## config.mk

```make
export PLATFORM = sky130hd
export DESIGN_NAME = grid_engine_flat
export DESIGN_NICKNAME = d
export VERILOG_FILES = /design/src/rtl/grid_pkg.sv /design/src/rtl/grid_engine_if.sv /design/src/rtl/grid_lfsr.sv /design/src/rtl/grid_engine.sv /design/src/flat_wrapper.sv
export SDC_FILE = /design/constraint.sdc
export NUM_CORES = 1
export LEC_CHECK = 0
export CAP_MARGIN = 20
export CORE_UTILIZATION = 55
export CTS_BUF_LIST = sky130_fd_sc_hd__clkbuf_8
export DETAILED_ROUTE_END_ITERATION = 8
export GPL_ROUTABILITY_DRIVEN = 1
export PLACE_DENSITY = 0.89
export SYNTH_ARGS = -nofsm -noshare
export SYNTH_HDL_FRONTEND = slang
export SYNTH_SLANG_ARGS = --single-unit
```

## constraint.sdc

```tcl
create_clock -name clk -period 8.64 [get_ports clk]
set_clock_uncertainty 0.2 [all_clocks]
set_input_delay 1.728 -clock clk [delete_from_list [all_inputs] [get_ports clk]]
set_output_delay 1.728 -clock clk [all_outputs]
set_load 0.1 [all_outputs]
```

## src/rtl/grid_pkg.sv

```systemverilog
// Shared types, constants and the cell indexing helper for the grid engine.
package grid_pkg;

   localparam int LFSR_W = 16;
   localparam logic [LFSR_W-1:0] LFSR_TAPS = 16'hB400;
   // Wide enough for the largest legal grid (8 lines).
   localparam int IDX_MAX_W = 3;

   typedef enum logic [1:0] {
      PLAY     = 2'd0,
      SCRAMBLE = 2'd1,
      WON      = 2'd2
   } grid_state_t;

   typedef struct packed {
      logic [IDX_MAX_W-1:0] idx;
      logic                 n_row;
      logic                 dir;
   } grid_op_t;

   function automatic int cell_idx(input int r, input int c, input int n);
      return r * n + c;
   endfunction

endpackage

```

## src/rtl/grid_engine_if.sv

```systemverilog
// Front-end/engine bundle for grid_engine; UNDO_LAST_EN adds the undo level.
interface grid_engine_if
   import grid_pkg::*;
#(
   parameter int GRID_N = 4,
   parameter int CELL_W = 2,
   parameter int MOVE_W = 16
) ();

   // All requests are levels sampled on clk and acted on at their rising edge.
   // There is no valid/ready: the engine never stalls the front end, it simply
   // drops requests it cannot take (busy high, win high, or sel_error high).
   logic                             fire;
   logic [GRID_N-1:0]                sel;
   logic                             n_row;
   logic                             add_n;
   logic                             scramble_req;
`ifdef UNDO_LAST_EN
   logic                             undo;
`endif
   logic [GRID_N*GRID_N*CELL_W-1:0]  cells_out;
   logic                             busy;
   logic                             win;
   logic                             sel_error;
   logic [MOVE_W-1:0]                move_count;
   grid_state_t                      state_dbg;

   modport master (
      output fire, sel, n_row, add_n, scramble_req,
`ifdef UNDO_LAST_EN
      output undo,
`endif
      input  cells_out, busy, win, sel_error, move_count, state_dbg
   );

   modport slave (
      input  fire, sel, n_row, add_n, scramble_req,
`ifdef UNDO_LAST_EN
      input  undo,
`endif
      output cells_out, busy, win, sel_error, move_count, state_dbg
   );

endinterface

```

## src/rtl/grid_lfsr.sv

```systemverilog
// 16-bit right-shifting Galois LFSR with reset seed and step enable.
module grid_lfsr
   import grid_pkg::*;
#(
   parameter logic [LFSR_W-1:0] SEED = 16'hACE1
) (
   input  logic              clk,
   input  logic              reset,
   input  logic              en,
   output logic [LFSR_W-1:0] lfsr
);

   always_ff @(posedge clk or posedge reset) begin
      if (reset) begin
         lfsr <= SEED;
      end else if (en) begin
         lfsr <= {1'b0, lfsr[LFSR_W-1:1]} ^ (lfsr[0] ? LFSR_TAPS : '0);
      end
   end

endmodule

```

## src/rtl/grid_engine.sv

```systemverilog
// N x N puzzle grid: row/column +-1 moves, LFSR scramble, move count, win flag.
// Optional single-level undo of the last user move when UNDO_LAST_EN is defined.
module grid_engine
   import grid_pkg::*;
#(
   parameter int                GRID_N         = 4,
   parameter int                CELL_W         = 2,
   parameter int                MOVE_W         = 16,
   parameter int                SCRAMBLE_MOVES = 16,
   parameter logic [LFSR_W-1:0] LFSR_SEED      = 16'hACE1
) (
   input  logic          clk,
   input  logic          reset,
   grid_engine_if.slave  bus
);

   localparam int NC    = GRID_N * GRID_N;
   localparam int IDX_W = (GRID_N > 1) ? $clog2(GRID_N) : 1;
   localparam int CNT_W = (SCRAMBLE_MOVES > 1) ? $clog2(SCRAMBLE_MOVES) : 1;
   localparam logic [CNT_W-1:0] LAST_OP = CNT_W'(SCRAMBLE_MOVES - 1);

   grid_state_t              state;
   logic [NC*CELL_W-1:0]     cells_q;
   logic [NC*CELL_W-1:0]     cells_nxt;
   logic [MOVE_W-1:0]        move_q;
   logic                     win_q;
   logic                     busy_q;
   logic                     moved_q;
   logic                     fire_q;
   logic                     scr_q;
   logic [CNT_W-1:0]         scr_cnt;
   logic [LFSR_W-1:0]        lfsr;
   logic                     unused_lfsr;

   logic                     fire_rise;
   logic                     scr_rise;
   logic                     sel_error;
   logic [IDX_MAX_W-1:0]     sel_idx;
   logic                     all_eq;
   logic                     win_cond;
   logic                     op_en;
   logic                     user_op;
   logic                     undo_op;
   grid_op_t                 op;
   logic [CELL_W-1:0]        cur;

`ifdef UNDO_LAST_EN
   logic                     undo_q;
   logic                     undo_rise;
   grid_op_t                 last_op;
   logic                     last_valid;
   assign undo_rise = bus.undo & ~undo_q;
`endif

   grid_lfsr #(.SEED(LFSR_SEED)) u_lfsr (
      .clk   (clk),
      .reset (reset),
      .en    (1'b1),
      .lfsr  (lfsr)
   );

   // Only a few LFSR bits steer the scramble; the rest just feed the sequence.
   assign unused_lfsr = ^lfsr;

   assign fire_rise = bus.fire & ~fire_q;
   assign scr_rise  = bus.scramble_req & ~scr_q;
   assign sel_error = !$onehot(bus.sel);

   always_comb begin
      sel_idx = '0;
      for (int k = 0; k < GRID_N; k++) begin
         if (bus.sel[k]) sel_idx = IDX_MAX_W'(k);
      end
   end

   always_comb begin
      all_eq = 1'b1;
      for (int k = 1; k < NC; k++) begin
         if (cells_q[k*CELL_W +: CELL_W] != cells_q[CELL_W-1:0]) all_eq = 1'b0;
      end
   end

   assign win_cond = moved_q & all_eq;

   // Scramble outranks the win test, which outranks a user move, which outranks undo.
   always_comb begin
      op_en   = 1'b0;
      user_op = 1'b0;
      undo_op = 1'b0;
      op      = '0;
      case (state)
         SCRAMBLE: begin
            op_en    = 1'b1;
            op.idx   = IDX_MAX_W'(lfsr[IDX_W-1:0]);
            op.n_row = lfsr[8];
            op.dir   = lfsr[9];
         end
         PLAY: begin
            if (!scr_rise && !win_cond) begin
               if (fire_rise && !sel_error) begin
                  user_op  = 1'b1;
                  op_en    = 1'b1;
                  op.idx   = sel_idx;
                  op.n_row = bus.n_row;
                  op.dir   = bus.add_n;
               end
`ifdef UNDO_LAST_EN
               else if (!fire_rise && undo_rise && last_valid) begin
                  undo_op  = 1'b1;
                  op_en    = 1'b1;
                  op.idx   = last_op.idx;
                  op.n_row = last_op.n_row;
                  op.dir   = ~last_op.dir;
               end
`endif
            end
         end
         default: ;
      endcase
   end

   always_comb begin
      cells_nxt = cells_q;
      cur       = '0;
      if (op_en) begin
         for (int r = 0; r < GRID_N; r++) begin
            for (int c = 0; c < GRID_N; c++) begin
               if (op.n_row ? (op.idx == IDX_MAX_W'(c)) : (op.idx == IDX_MAX_W'(r))) begin
                  cur = cells_q[cell_idx(r, c, GRID_N)*CELL_W +: CELL_W];
                  cells_nxt[cell_idx(r, c, GRID_N)*CELL_W +: CELL_W] =
                     op.dir ? cur - 1'b1 : cur + 1'b1;
               end
            end
         end
      end
   end

   always_ff @(posedge clk or posedge reset) begin
      if (reset) begin
         state      <= PLAY;
         cells_q    <= '0;
         move_q     <= '0;
         win_q      <= 1'b0;
         busy_q     <= 1'b0;
         moved_q    <= 1'b0;
         fire_q     <= 1'b0;
         scr_q      <= 1'b0;
         scr_cnt    <= '0;
`ifdef UNDO_LAST_EN
         undo_q     <= 1'b0;
         last_op    <= '0;
         last_valid <= 1'b0;
`endif
      end else begin
         fire_q  <= bus.fire;
         scr_q   <= bus.scramble_req;
         cells_q <= cells_nxt;
`ifdef UNDO_LAST_EN
         undo_q  <= bus.undo;
`endif
         case (state)
            PLAY: begin
               if (scr_rise) begin
                  state   <= SCRAMBLE;
                  busy_q  <= 1'b1;
                  scr_cnt <= '0;
`ifdef UNDO_LAST_EN
                  last_valid <= 1'b0;
`endif
               end else if (win_cond) begin
                  state <= WON;
                  win_q <= 1'b1;
`ifdef UNDO_LAST_EN
                  last_valid <= 1'b0;
`endif
               end else if (user_op) begin
                  if (move_q != '1) move_q <= move_q + 1'b1;
                  moved_q <= 1'b1;
`ifdef UNDO_LAST_EN
                  last_op    <= op;
                  last_valid <= 1'b1;
`endif
               end else if (undo_op) begin
                  if (move_q != '0) move_q <= move_q - 1'b1;
`ifdef UNDO_LAST_EN
                  last_valid <= 1'b0;
`endif
               end
            end
            SCRAMBLE: begin
               if (scr_cnt == LAST_OP) begin
                  state   <= PLAY;
                  busy_q  <= 1'b0;
                  move_q  <= '0;
                  moved_q <= 1'b0;
               end else begin
                  scr_cnt <= scr_cnt + 1'b1;
               end
            end
            WON: begin
               if (scr_rise) begin
                  state   <= SCRAMBLE;
                  win_q   <= 1'b0;
                  busy_q  <= 1'b1;
                  scr_cnt <= '0;
               end
            end
            default: state <= PLAY;
         endcase
      end
   end

   assign bus.cells_out  = cells_q;
   assign bus.busy       = busy_q;
   assign bus.win        = win_q;
   assign bus.sel_error  = sel_error;
   assign bus.move_count = move_q;
   assign bus.state_dbg  = state;

endmodule
```

## src/flat_wrapper.sv

```systemverilog
// flat-port wrapper written by rule: the top's interface ports become plain ports
module grid_engine_flat import grid_pkg::*;
#(
   parameter int                GRID_N         = 4,
   parameter int                CELL_W         = 2,
   parameter int                MOVE_W         = 16,
   parameter int                SCRAMBLE_MOVES = 16,
   parameter logic [LFSR_W-1:0] LFSR_SEED      = 16'hACE1
)
  (clk, reset, bus_fire, bus_sel, bus_n_row, bus_add_n, bus_scramble_req, bus_cells_out, bus_busy, bus_win, bus_sel_error, bus_move_count, bus_state_dbg);
  grid_engine_if #(.GRID_N(GRID_N), .CELL_W(CELL_W), .MOVE_W(MOVE_W)) bus_i ();
  input  logic clk;
  input  logic reset;
  input wire logic [$bits(bus_i.fire)-1:0] bus_fire;
  input wire logic [$bits(bus_i.sel)-1:0] bus_sel;
  input wire logic [$bits(bus_i.n_row)-1:0] bus_n_row;
  input wire logic [$bits(bus_i.add_n)-1:0] bus_add_n;
  input wire logic [$bits(bus_i.scramble_req)-1:0] bus_scramble_req;
  output wire logic [$bits(bus_i.cells_out)-1:0] bus_cells_out;
  output wire logic [$bits(bus_i.busy)-1:0] bus_busy;
  output wire logic [$bits(bus_i.win)-1:0] bus_win;
  output wire logic [$bits(bus_i.sel_error)-1:0] bus_sel_error;
  output wire logic [$bits(bus_i.move_count)-1:0] bus_move_count;
  output wire logic [$bits(bus_i.state_dbg)-1:0] bus_state_dbg;
  assign bus_i.fire = bus_fire;
  assign bus_i.sel = bus_sel;
  assign bus_i.n_row = bus_n_row;
  assign bus_i.add_n = bus_add_n;
  assign bus_i.scramble_req = bus_scramble_req;
  assign bus_cells_out = bus_i.cells_out;
  assign bus_busy = bus_i.busy;
  assign bus_win = bus_i.win;
  assign bus_sel_error = bus_i.sel_error;
  assign bus_move_count = bus_i.move_count;
  assign bus_state_dbg = bus_i.state_dbg;
  grid_engine #(.GRID_N(GRID_N), .CELL_W(CELL_W), .MOVE_W(MOVE_W), .SCRAMBLE_MOVES(SCRAMBLE_MOVES), .LFSR_SEED(LFSR_SEED)) u_core (.clk(clk), .reset(reset), .bus(bus_i));
endmodule
```

# Word-level counts from Yosys, hierarchy flattened
# Cells that the tools add are included.
# totals
register_bits,75
latch_bits,0
mem_bits_rw,0
mem_bits_ro,0
inputBits,10
out_inout_bits,53
word_cells,213
n_memories,0
# classes
n_addsub,37
mul,0
div_mod_pow,0
magnitude_cmp,0
n_eq_ne,33
shifts,0
mux,79
bitwise_logic,6
reduce_logical,33
# ops
op,n
$mux 16,6
$mux 2,20
$mux 1,39
$add 2x1->2 const B,16
$pmux 16 s2,1
$reduce_and 2->1,16
$sub 2x1->2 const B,16
$ne 2x2->1,15
$add 16x1->16 const B,1
$ne 16x16->1 const B,1
$xor 15x16->16,1
$ne 2x1->1 const B,6
$mux 5,2
$pmux 5 s2,1
$reduce_and 3->1,3
$mux 4,2
$pmux 1 s2,4
$pmux 4 s2,1
$eq 3x1->1 const B,2
$eq 3x2->1 const B,2
$mux 3,2
$ne 2x2->1 const B,3
$pmux 2 s3,1
$reduce_and 6->1,1
other kinds (17),26

# Longest topological paths before layout
# logic_depth
depth_word,25
mapped_depth,14
mapped_depth_nobuf,12

# By module
# From an unflattened synthesis, not the netlist that was laid out.
# unflattened
hier_cells,370
area_unflattened_um2,3947.5
# modules_own_cells
module,n_inst,cells_each,area_each_um2,seq_area_each_um2
grid_engine,1,329,3288.2,1476.4
grid_lfsr,1,41,659.4,410.4

# Least setup slack after synthesis
# Ideal clock, no wire load.
# synth_path
path_kind,in2out
from,in bus_sel[2]
to,out bus_sel_error
t_arrival_ns,3.393
required_time_ns,6.712
slack_ns,3.319
path_stages,6
n_path_buf,0
path_cell_list,inv_1 ha_1 ha_1 fa_1 nor2_1 nand2_1
# synth_between
elab_chain_cells,4
# synth_lines
element,line,rtl
start: declaration,flat_wrapper.sv:15,input wire logic [$bits(bus_i.sel)-1:0] bus_sel;
$add 1x1->2 (implied by the code),grid_engine.sv:67,assign sel_error = !$onehot(bus.sel);
$add 3x3->3 (implied by the code),grid_engine.sv:67,
$eq 3x1->1,grid_engine.sv:67,
$logic_not 1->1,grid_engine.sv:67,
end: declaration,flat_wrapper.sv:22,output wire logic [$bits(bus_i.sel_error)-1:0] bus_sel_error;
# Every way passes these cells.

# Worst setup path in the final report
# layout_path
from,in bus_sel[3]
to,out bus_sel_error
# Same word-level chain as after synthesis.

==> results.ini <==
[floorplanning]
initial_core_util_pct = 58.6
num_rows = 29
io_pins = 63
die_h_um = 85.2
dieWidth_um = 85.2
core_um2 = 6490
die_area_um2 = 7250

[global_routing]
grt_max_degree = 76
grt_use_total_pct = 28.0
grt_pass1_vias = 3023
grt-ovfl-total = 0
grt_pass1_wl_um = 15500
antenna_found_initial = 0

[detailed_routing]
ant_nets = 0
post_drt_wl_per_cell_um = 18.0
wirelength_um = 9260
drc_errors = 0
drt_iter0_drc = 291
vias_per_cell = 6.18
drt-pass1-iter-count = 5
vias = 3174

[status]
status = complete, no violations

[placement]
gp_congestion = 0.894
port_buffers = 62
placed_cell_area_um2 = 4460
dp_hpwl_um = 6280

[timing]
worst_hold_slack_ps = 151
fin_crit_ps = 6460
rsz0062_at_grt = false
fin_crit_sh_pct = 74.7
fmax_ghz = 0.155
hold_viol_final = 0
max_slew.worst_pin.slew_ps = 1040
tns_ps = 0
maxSlewHeadroom_pct = 30.8
finalSetupViolCount = 0
slew_violations = 0

[clock_network]
cts-resized-gates = 0
clock_latency_ps = 360
cts_setup_buffers = 0
cts_sinks = 75
htreeDepth = 3
cts_tree = done
ctsHoldBuffers = 0
clockBufferDepth = 2
root_buffer = clkbuf_8
clkTransAtPathRegs_ps = 70
cts_made_buffers = 9

[final_layout]
area_growth_pct = 24.4
seqCellArea_um2 = 1890
fillCellCount = 446
layout-drive-gt1-share_pct = 9.38
num_antenna_cells = 0
post-route-util_pct = 72.9
multi_input_area_um2 = 1830
fin_area_um2 = 4730
nNetsFinal = 449

[worst_setup_path]
crit_arrival_ps = 4530
r2r-start = u_core.bus.cells_out[0]$_DFFE_PP0P_
r2r_end = u_core.bus.cells_out[17]$_DFFE_PP0P_
path_class = primary input to output port
r2r_cells = 8
endpoint_kind = output port
rrSetupSlack_ps = 4940
worst_setup_path_start_kind = primary input
required_ps = 6710
cp_max_fo = 3

[logic_synthesis]
yosysSeqAreaShare_pct = 49.6
synthArstFlopShare_pct = 100
synth_edf_count = 0
synth_nets = 387
ys_warn_count = 0
yosysUniqueCellTypes = 53
yosys_most_used_dff = dfrtp_1
syn_inst = 370
ys_ff_latch = 75
syn_avg_cell_area_um2 = 10.3
netlist_area_um2 = 3800

[power_and_ir_drop]
power_density_nw_per_um2 = 416
leakage_uw = 0.00201
ir_drop_v = 0.000337

[hold_path]
holdPathStages = 0
whs_endpoint = u_core.u_lfsr.lfsr[3]$_DFF_PP0_
min_from = u_core.u_lfsr.lfsr[4]$_DFF_PP0_
hp-class = flop to flop

[job]
cap_violations = 0

## critical path, cell delays in order
cell and delay (ps):
clkdlybuf4s50_1 510, inv_1 60, ha_1 280, ha_1 200, fa_1 490, nor2_1 50
nand2_1 80, clkdlybuf4s50_1 1130
## placed cells by master (no fill, tap or decap), types with 2 or more instances in the layout
master	n
a211oi_1	2
o211ai_1	2
o21ai_0	13
nor3_1	9
inv_1	5
nor3_2	5
and4_1	3
o32ai_1	4
nor2_1	45
mux2_2	2
o31ai_1	3
nand4_1	8
nand2_1	30
o22ai_1	4
o21ai_1	8
clkbuf_8	10
a21oi_1	7
o31a_1	2
or2_2	2
or3_1	8
xnor2_1	32
xor2_1	35
nor4_1	4
o21ai_2	3
dfrtp_1	67
or4_1	2
clkdlybuf4s50_1	62
nand3_1	13
bufinv_16	4
nand2b_1	2
dfstp_2	8
and3_1	4
ha_1	6
## flip-flops by register name, summed over array words and instances (netlist names)
register               count
u_core.bus.cells_out      32
u_core.bus.move_count     16
u_core.u_lfsr.lfsr        16
u_core.scr_cnt             4
u_core.bus.state_dbg       2
u_core.bus.busy            1
u_core.bus.win             1
u_core.fire_q              1
u_core.moved_q             1
u_core.scr_q               1
## power breakdown
part	leakage [µW]	switching, µW	internal [µW]
clock network	0.000133	135	229
registers	0.000933	155	440
logic	0.000943	753	258
total	0.00201	1040	928
## metrics by stage
step / setup slack (ps) / total power [µW] / instances
after CTS: 2160 / 1970 / 514
final: 2180 / 1970 / 514
after floorplan: 3320 / 1350 / 370
after global placement: 2260 / 1570 / 498
after detailed placement: 2170 / 1600 / 498
after global routing: 2070 / 2040 / 514
## synthesized netlist by cell type, types with 6 or more instances
| master | number | area (µm²) |
|---|---|---|
| dfrtp_1 | 67 | 1680 |
| nor2_1 | 45 | 169 |
| xor2_1 | 35 | 307 |
| xnor2_1 | 32 | 280 |
| nand2_1 | 30 | 113 |
| nand3_1 | 13 | 65.1 |
| o21ai_0 | 13 | 65.1 |
| nor3_1 | 9 | 45.0 |
| dfstp_2 | 8 | 210 |
| nand4_1 | 8 | 50.1 |
| o21ai_1 | 8 | 40.0 |
| or3_1 | 8 | 50.1 |
| a21oi_1 | 7 | 35.0 |
| ha_1 | 6 | 75.1 |
| inv_1 | 6 | 22.5 |
## routing by layer
metal	vias up	track usage (%)	wire length [µm]
met5	-	0	0
met4	0	14.8	295
met3	32	4.57	686
met2	188	44.1	4400
met1	1535	37.5	3880
li1	1419	-	-
## logic make-up (layout without fill, tap and decap cells)
group / Yosys count / after routing / share of synthesized area, %
AND/OR/NAND/NOR: 140 / 140 / 18.3
multiplexers: 3 / 3 / 0.855
XOR/XNOR: 67 / 67 / 15.4
buffers and inverters: 18 / 85 / 2.40
adder cells (fa/ha/maj): 7 / 7 / 2.50
flip-flops: 75 / 75 / 49.6
AO/OA/AOI/OAI: 60 / 60 / 11.0
## worst max-delay path by stage
stage               start            end  slack [ps]  cells after the start
4_1_cts        bus_sel[3]  bus_sel_error        2160                      8
3_3_place_gp   bus_sel[2]  bus_sel_error        2260                      8
3_5_place_dp   bus_sel[3]  bus_sel_error        2170                      8
5_1_grt        bus_sel[3]  bus_sel_error        2070                      8
6_report       bus_sel[3]  bus_sel_error        2180                      8
2_1_floorplan  bus_sel[2]  bus_sel_error        3320                      6
## final cells by class
cell class              instances  share of cell area (%)
clock inverters                 6                    2.88
well taps                      77                    2.03
clock buffers                  10                    2.91
inverters                       6                   0.476
multi-input cells             277                    38.6
flip-flops and latches         75                    39.9
repair buffers                 63                    13.3
No activity file was read; power rests on OpenSTA's default activity.
